==> config.mk <==
export PLATFORM = sky130hd
export DESIGN_NAME = rggen_trigger_pending_arbiter
export DESIGN_NICKNAME = d
export VERILOG_FILES = /design/src/rtl/rggen_trigger_pending_arbiter.sv
export SDC_FILE = /design/constraint.sdc
export NUM_CORES = 1
export LEC_CHECK = 0
export ABC_AREA = 0
export BUFFER_PORTS_ARGS = -buffer_cell sky130_fd_sc_hd__buf_2
export CORE_MARGIN = 2
export CORE_UTILIZATION = 25
export DETAILED_ROUTE_END_ITERATION = 8
export PLACE_DENSITY_LB_ADDON = 0.05
export SYNTH_ARGS = -nofsm -noshare
export SYNTH_HDL_FRONTEND = slang
export SYNTH_SLANG_ARGS = --single-unit
==> constraint.sdc <==
create_clock -name i_clk -period 3.8 [get_ports i_clk]
set_clock_uncertainty 0.15 [all_clocks]
set_input_delay 0.19 -clock i_clk [delete_from_list [all_inputs] [get_ports i_clk]]
set_output_delay 0.19 -clock i_clk [all_outputs]
set_load 0.05 [all_outputs]
==> src/rtl/rggen_trigger_pending_arbiter.sv <==
// Counts trigger pulses per lane and serialises the pending lanes onto one
// valid/ready request channel using round-robin arbitration.
module rggen_trigger_pending_arbiter #(
  parameter int WIDTH = 1,
  parameter int COUNT_WIDTH = 4,
  localparam int LANE_WIDTH = (WIDTH > 1) ? $clog2(WIDTH) : 1
) (
  input  logic                         i_clk,
  input  logic                         i_rst_n,
  input  logic                         i_clear,
  input  logic [WIDTH-1:0]             i_trigger,
  output logic                         o_valid,
  output logic [LANE_WIDTH-1:0]        o_lane,
  input  logic                         i_ready,
  output logic [WIDTH*COUNT_WIDTH-1:0] o_pending_count,
  output logic [WIDTH-1:0]             o_overflow
);

  localparam logic [COUNT_WIDTH-1:0] CNT_MAX   = '1;
  localparam logic [LANE_WIDTH-1:0]  LAST_LANE = LANE_WIDTH'(WIDTH - 1);

  logic [WIDTH-1:0][COUNT_WIDTH-1:0] cnt_q, cnt_d;
  logic [WIDTH-1:0]                  ovf_q, ovf_d;
  logic [WIDTH-1:0]                  nonzero;
  logic [LANE_WIDTH-1:0]             ptr_q, ptr_d;
  logic                              lock_q, lock_d;
  logic [LANE_WIDTH-1:0]             lock_lane_q, lock_lane_d;
  logic                              cand_found;
  logic [LANE_WIDTH-1:0]             cand_lane;
  logic [LANE_WIDTH-1:0]             idx;
  logic                              handshake;

  always_comb begin
    for (int i = 0; i < WIDTH; i++) begin
      nonzero[i] = (cnt_q[i] != '0);
    end
  end

  // First non-empty lane at or after ptr_q, wrapping at WIDTH-1.
  always_comb begin
    cand_found = 1'b0;
    cand_lane  = '0;
    idx        = '0;
    for (int k = 0; k < WIDTH; k++) begin
      idx = LANE_WIDTH'((int'(ptr_q) + k) % WIDTH);
      if (!cand_found && nonzero[idx]) begin
        cand_found = 1'b1;
        cand_lane  = idx;
      end
    end
  end

  // Request channel: a transfer happens in any cycle with o_valid && i_ready.
  // Once raised, o_valid and o_lane hold until that transfer (or clear/reset);
  // o_valid never depends on i_ready.
  assign o_valid   = lock_q || cand_found;
  assign o_lane    = lock_q ? lock_lane_q : cand_lane;
  assign handshake = o_valid && i_ready;

  always_comb begin
    cnt_d = cnt_q;
    ovf_d = ovf_q;
    for (int i = 0; i < WIDTH; i++) begin
      if (i_clear) begin
        cnt_d[i] = '0;
        ovf_d[i] = 1'b0;
      end else if (i_trigger[i] && !(handshake && (o_lane == LANE_WIDTH'(i)))) begin
        if (cnt_q[i] == CNT_MAX) begin
          ovf_d[i] = 1'b1;
        end else begin
          cnt_d[i] = cnt_q[i] + 1'b1;
        end
      end else if (!i_trigger[i] && handshake && (o_lane == LANE_WIDTH'(i))) begin
        cnt_d[i] = cnt_q[i] - 1'b1;
      end
    end
  end

  always_comb begin
    ptr_d       = ptr_q;
    lock_d      = lock_q;
    lock_lane_d = lock_lane_q;
    if (i_clear) begin
      ptr_d       = '0;
      lock_d      = 1'b0;
      lock_lane_d = '0;
    end else if (handshake) begin
      lock_d = 1'b0;
      ptr_d  = (o_lane == LAST_LANE) ? '0 : o_lane + LANE_WIDTH'(1);
    end else if (o_valid) begin
      lock_d      = 1'b1;
      lock_lane_d = o_lane;
    end
  end

  always_ff @(posedge i_clk or negedge i_rst_n) begin
    if (!i_rst_n) begin
      cnt_q       <= '0;
      ovf_q       <= '0;
      ptr_q       <= '0;
      lock_q      <= 1'b0;
      lock_lane_q <= '0;
    end else begin
      cnt_q       <= cnt_d;
      ovf_q       <= ovf_d;
      ptr_q       <= ptr_d;
      lock_q      <= lock_d;
      lock_lane_q <= lock_lane_d;
    end
  end

  assign o_pending_count = cnt_q;
  assign o_overflow      = ovf_q;

endmodule

==> run summary <==
- no — setup repair after global routing missed its margin
- 25.3% — compound-cell area share of the yosys netlist
- 0 ps — total negative slack for setup checks
- 1 — htree depth
- 12 — ports placed on the boundary
- 27.4% — area added between synthesis and finish
- sky130_fd_sc_hd__dfrtp_1 — cell taking the most area after synthesis
- 0 — number of antenna violations at the first check in global routing
- 0.000452 W — total chip power
- 15 — standard-cell row count
- 354 — vias in the first global route
- 70.3% — post-route fraction of the period consumed by the critical path
- 762 nW/um^2 — total power density per cell area
- 26.7% — Initial Utilization
- 71.6% — Max-Slew Margin vs Limit
- 188 — fill count
- 6 — worst-path maximum fanout
- sky130_fd_sc_hd__dfrtp_1 — Main synth FF type
- 0 — antenna cells
- 0 — residual antenna-violating net count after detailed routing
- 0 — number of enable-type register cells in the synthesized netlist
- 175 um^2 — Register Area
- 50 ps — Clock transition at path regs
- 1 — initial detailed-routing violation count
- compound AO/OA/AOI/OAI gates — main combinational cell family by area after synthesis
- 37.6% — part of the Yosys area used for sequential elements
- primary input to register — worst min path class
- 37.6% — area share of the leading cell type in the synthesized netlist
- register — Critical Path End Type
- 84 — Final Instance Count excl. Fillers
- 250 ps — worst-skew pair later-pin latency
- 0.745 — final weighted congestion of routability-driven global placement
- 111 ps — worst hold slack
- 7 — number of clock sinks seen by CTS
- 0 — number of warnings issued by yosys
- or3b_2 -> o22ai_2 -> inv_1 -> ha_1 -> a21o_2 -> a21oi_1 -> xnor2_1 -> a22oi_1 -> o41ai_1 — crit-path cells
- register — nature of the critical path startpoint
- 0 — Hold Violations, Final
- 47.2 um — die boundary width
- 51 — Syn Nets
- 0.281 nW — leak pwr
- 2220 um^2 — Die Outline Area
- 47.2 um — vertical die dimension
- 0% — multiplexer share of the synthesized area
- 4 — first-pass detailed-route iteration total
- 11.1% — GRT Total Usage
- 11 — input/output buffers
- 0.000299 V — VDD IR-drop max
- complete, no violations — status
- 78 — total instance count after detailed placement
- 9.68% — Adder-Cell Fraction of Synth Area
- 37.3% — fraction of final layout cells with drive strength greater than 1
- 0 — number of buffers added for setup after CTS
- 7 — Seq cells post-synth
- register to register — Setup Crit Path Kind
- sky130_fd_sc_hd__dfrtp_1 (7), sky130_fd_sc_hd__inv_1 (5) — most used standard cells in the synthesized netlist
- sky130_fd_sc_hd__dfrtp_1 (38%), sky130_fd_sc_hd__a221oi_4 (5.6%), sky130_fd_sc_hd__ha_1 (5.4%) — leading cell types by total area after synthesis
- 2 — clock tree buffer depth
- 68 — Nets
- 11.6 um — routed wire length per instance
- 0 — number of violations of the max-capacitance limit
- 426 ps — transition time of the tightest slew-check pin
- sky130_fd_sc_hd__or3b_2 — cell with the largest stage delay on the worst path
- 0 — Pins Over Slew Limit
- 9 — maximum number of pins on one net before global-route repair
- sky130_fd_sc_hd__dfrtp_1 — cell with the most instances after synthesis
- 100% — Async S/R FF share, synth
- 1750 um^2 — core area
- 465 um^2 — cell area after technology mapping
- 3.76% — synthesized-area fraction occupied by xor and xnor cells
- yes — CTS tree
- 28 — Synth cell types
- 510 ps — crit-path max cell delay
- 10.8 um^2 — Mapped Avg Cell Area
- 0 — number of remaining DRC errors
- 17.7% — fraction of the mapped netlist area in simple logic gates
- 3770 ps — required time at the worst-slack endpoint
- 2640 ps — arrival time at the worst endpoint
- 785 um — half-perimeter wire length of the detailed placement result
- 4.46 — via density per instance
- 975 um — Total Wirelength
- 43 — number of instances in the synthesized netlist
- 2 — number of hold buffers added after CTS
- 375 — vias
- 1590 um — global-route wire length before repair
- 0 — post-cts repair resize count
- 0 — final setup fails
- 0 — grt total ovfl
- 3 — number of buffers inserted during clock tree synthesis
- 2670 ps — min cycle time layout
- 374 MHz — Max Clk Rate
- 263 um^2 — footprint of the multi-input gates
- sky130_fd_sc_hd__clkbuf_4 — Root Buffer
## path summary, 6_finish.rpt
| kind | startpoint | to | slack (ps) | cells past startpoint |
|---|---|---|---|---|
| min in group asynchronous | i_rst_n | o_pending_count[0] | 150 | 2 |
| hold reg to reg | o_overflow | o_overflow | 350 | 1 |
| setup reg to reg | o_pending_count[2] | o_pending_count[3] | 1130 | 9 |
| setup / recovery | o_pending_count[2] | o_pending_count[3] | 1130 | 9 |
| hold / removal | i_clear | lock_q | 110 | 2 |
| max in group asynchronous | i_rst_n | o_overflow | 3200 | 2 |
## sequential cells by signal (all words and copies together) (netlist names)
name,count
o_overflow,1
o_pending_count,4
lock_q,1
lock_lane_q,1
## cell usage in the layout, fill, tap and decap left out, types with 2 or more instances in the layout
cell type | synthesis | routed
sky130_fd_sc_hd__and2_1 | 2 | 2
sky130_fd_sc_hd__buf_2 | 0 | 11
sky130_fd_sc_hd__clkbuf_4 | 0 | 3
sky130_fd_sc_hd__ha_1 | 2 | 2
sky130_fd_sc_hd__nand2_1 | 2 | 2
sky130_fd_sc_hd__dfrtp_1 | 7 | 7
sky130_fd_sc_hd__dlygate4sd3_1 | 0 | 2
sky130_fd_sc_hd__o31ai_1 | 2 | 2
sky130_fd_sc_hd__inv_1 | 5 | 5
sky130_fd_sc_hd__nor3_1 | 2 | 2
## power breakdown
group | switching, W | internal [W]
combinational | 0.000168 | 0.0000913
sequential | 0.0000314 | 0.0000934
clock | 0.0000279 | 0.0000401
total | 0.000227 | 0.000225
## layer usage
layer | GRT usage [%] | part of all wire [%]
met1 | 12.7 | 45
met2 | 17.3 | 51
met3 | 5.77 | 3.2
met4 | 5.00 | 1.2
met5 | 0 | 0
## worst max-delay path, delay by kind of cell, from the launching register on
kind	cells	cell delay, ps
AO/OA/AOI/OAI	5	870
AND/OR/NAND/NOR	1	510
flip-flops	1	460
adder cells (fa/ha/maj)	1	290
buffers and inverters	1	140
XOR/XNOR	1	100
## final cells by class
type                    count  share of cell area, %
clock buffers               4                   4.43
multi-input cells          29                   44.3
well taps                  25                   5.27
repair buffers             13                   12.7
flip-flops and latches      7                   29.5
inverters                   6                   3.80
## logic make-up after synthesis
family          count (synthesis)
fa+ha+maj                       3
simple gates                   12
xor+xnor                        2
buf+inv                         7
compound gates                 12
flops                           7
## through the flow
stage | util (%) | instance area, um^2 | setup slack, ps
final | 34.0 | 593 | 1130
after global routing | 34.0 | 593 | 910
after CTS | 34.0 | 593 | 1090
after detailed placement | 31.3 | 547 | 1100
after global placement | 31.3 | 547 | 1180
after floorplan | - | 465 | 1070
Power figures use the tool's default switching activity.
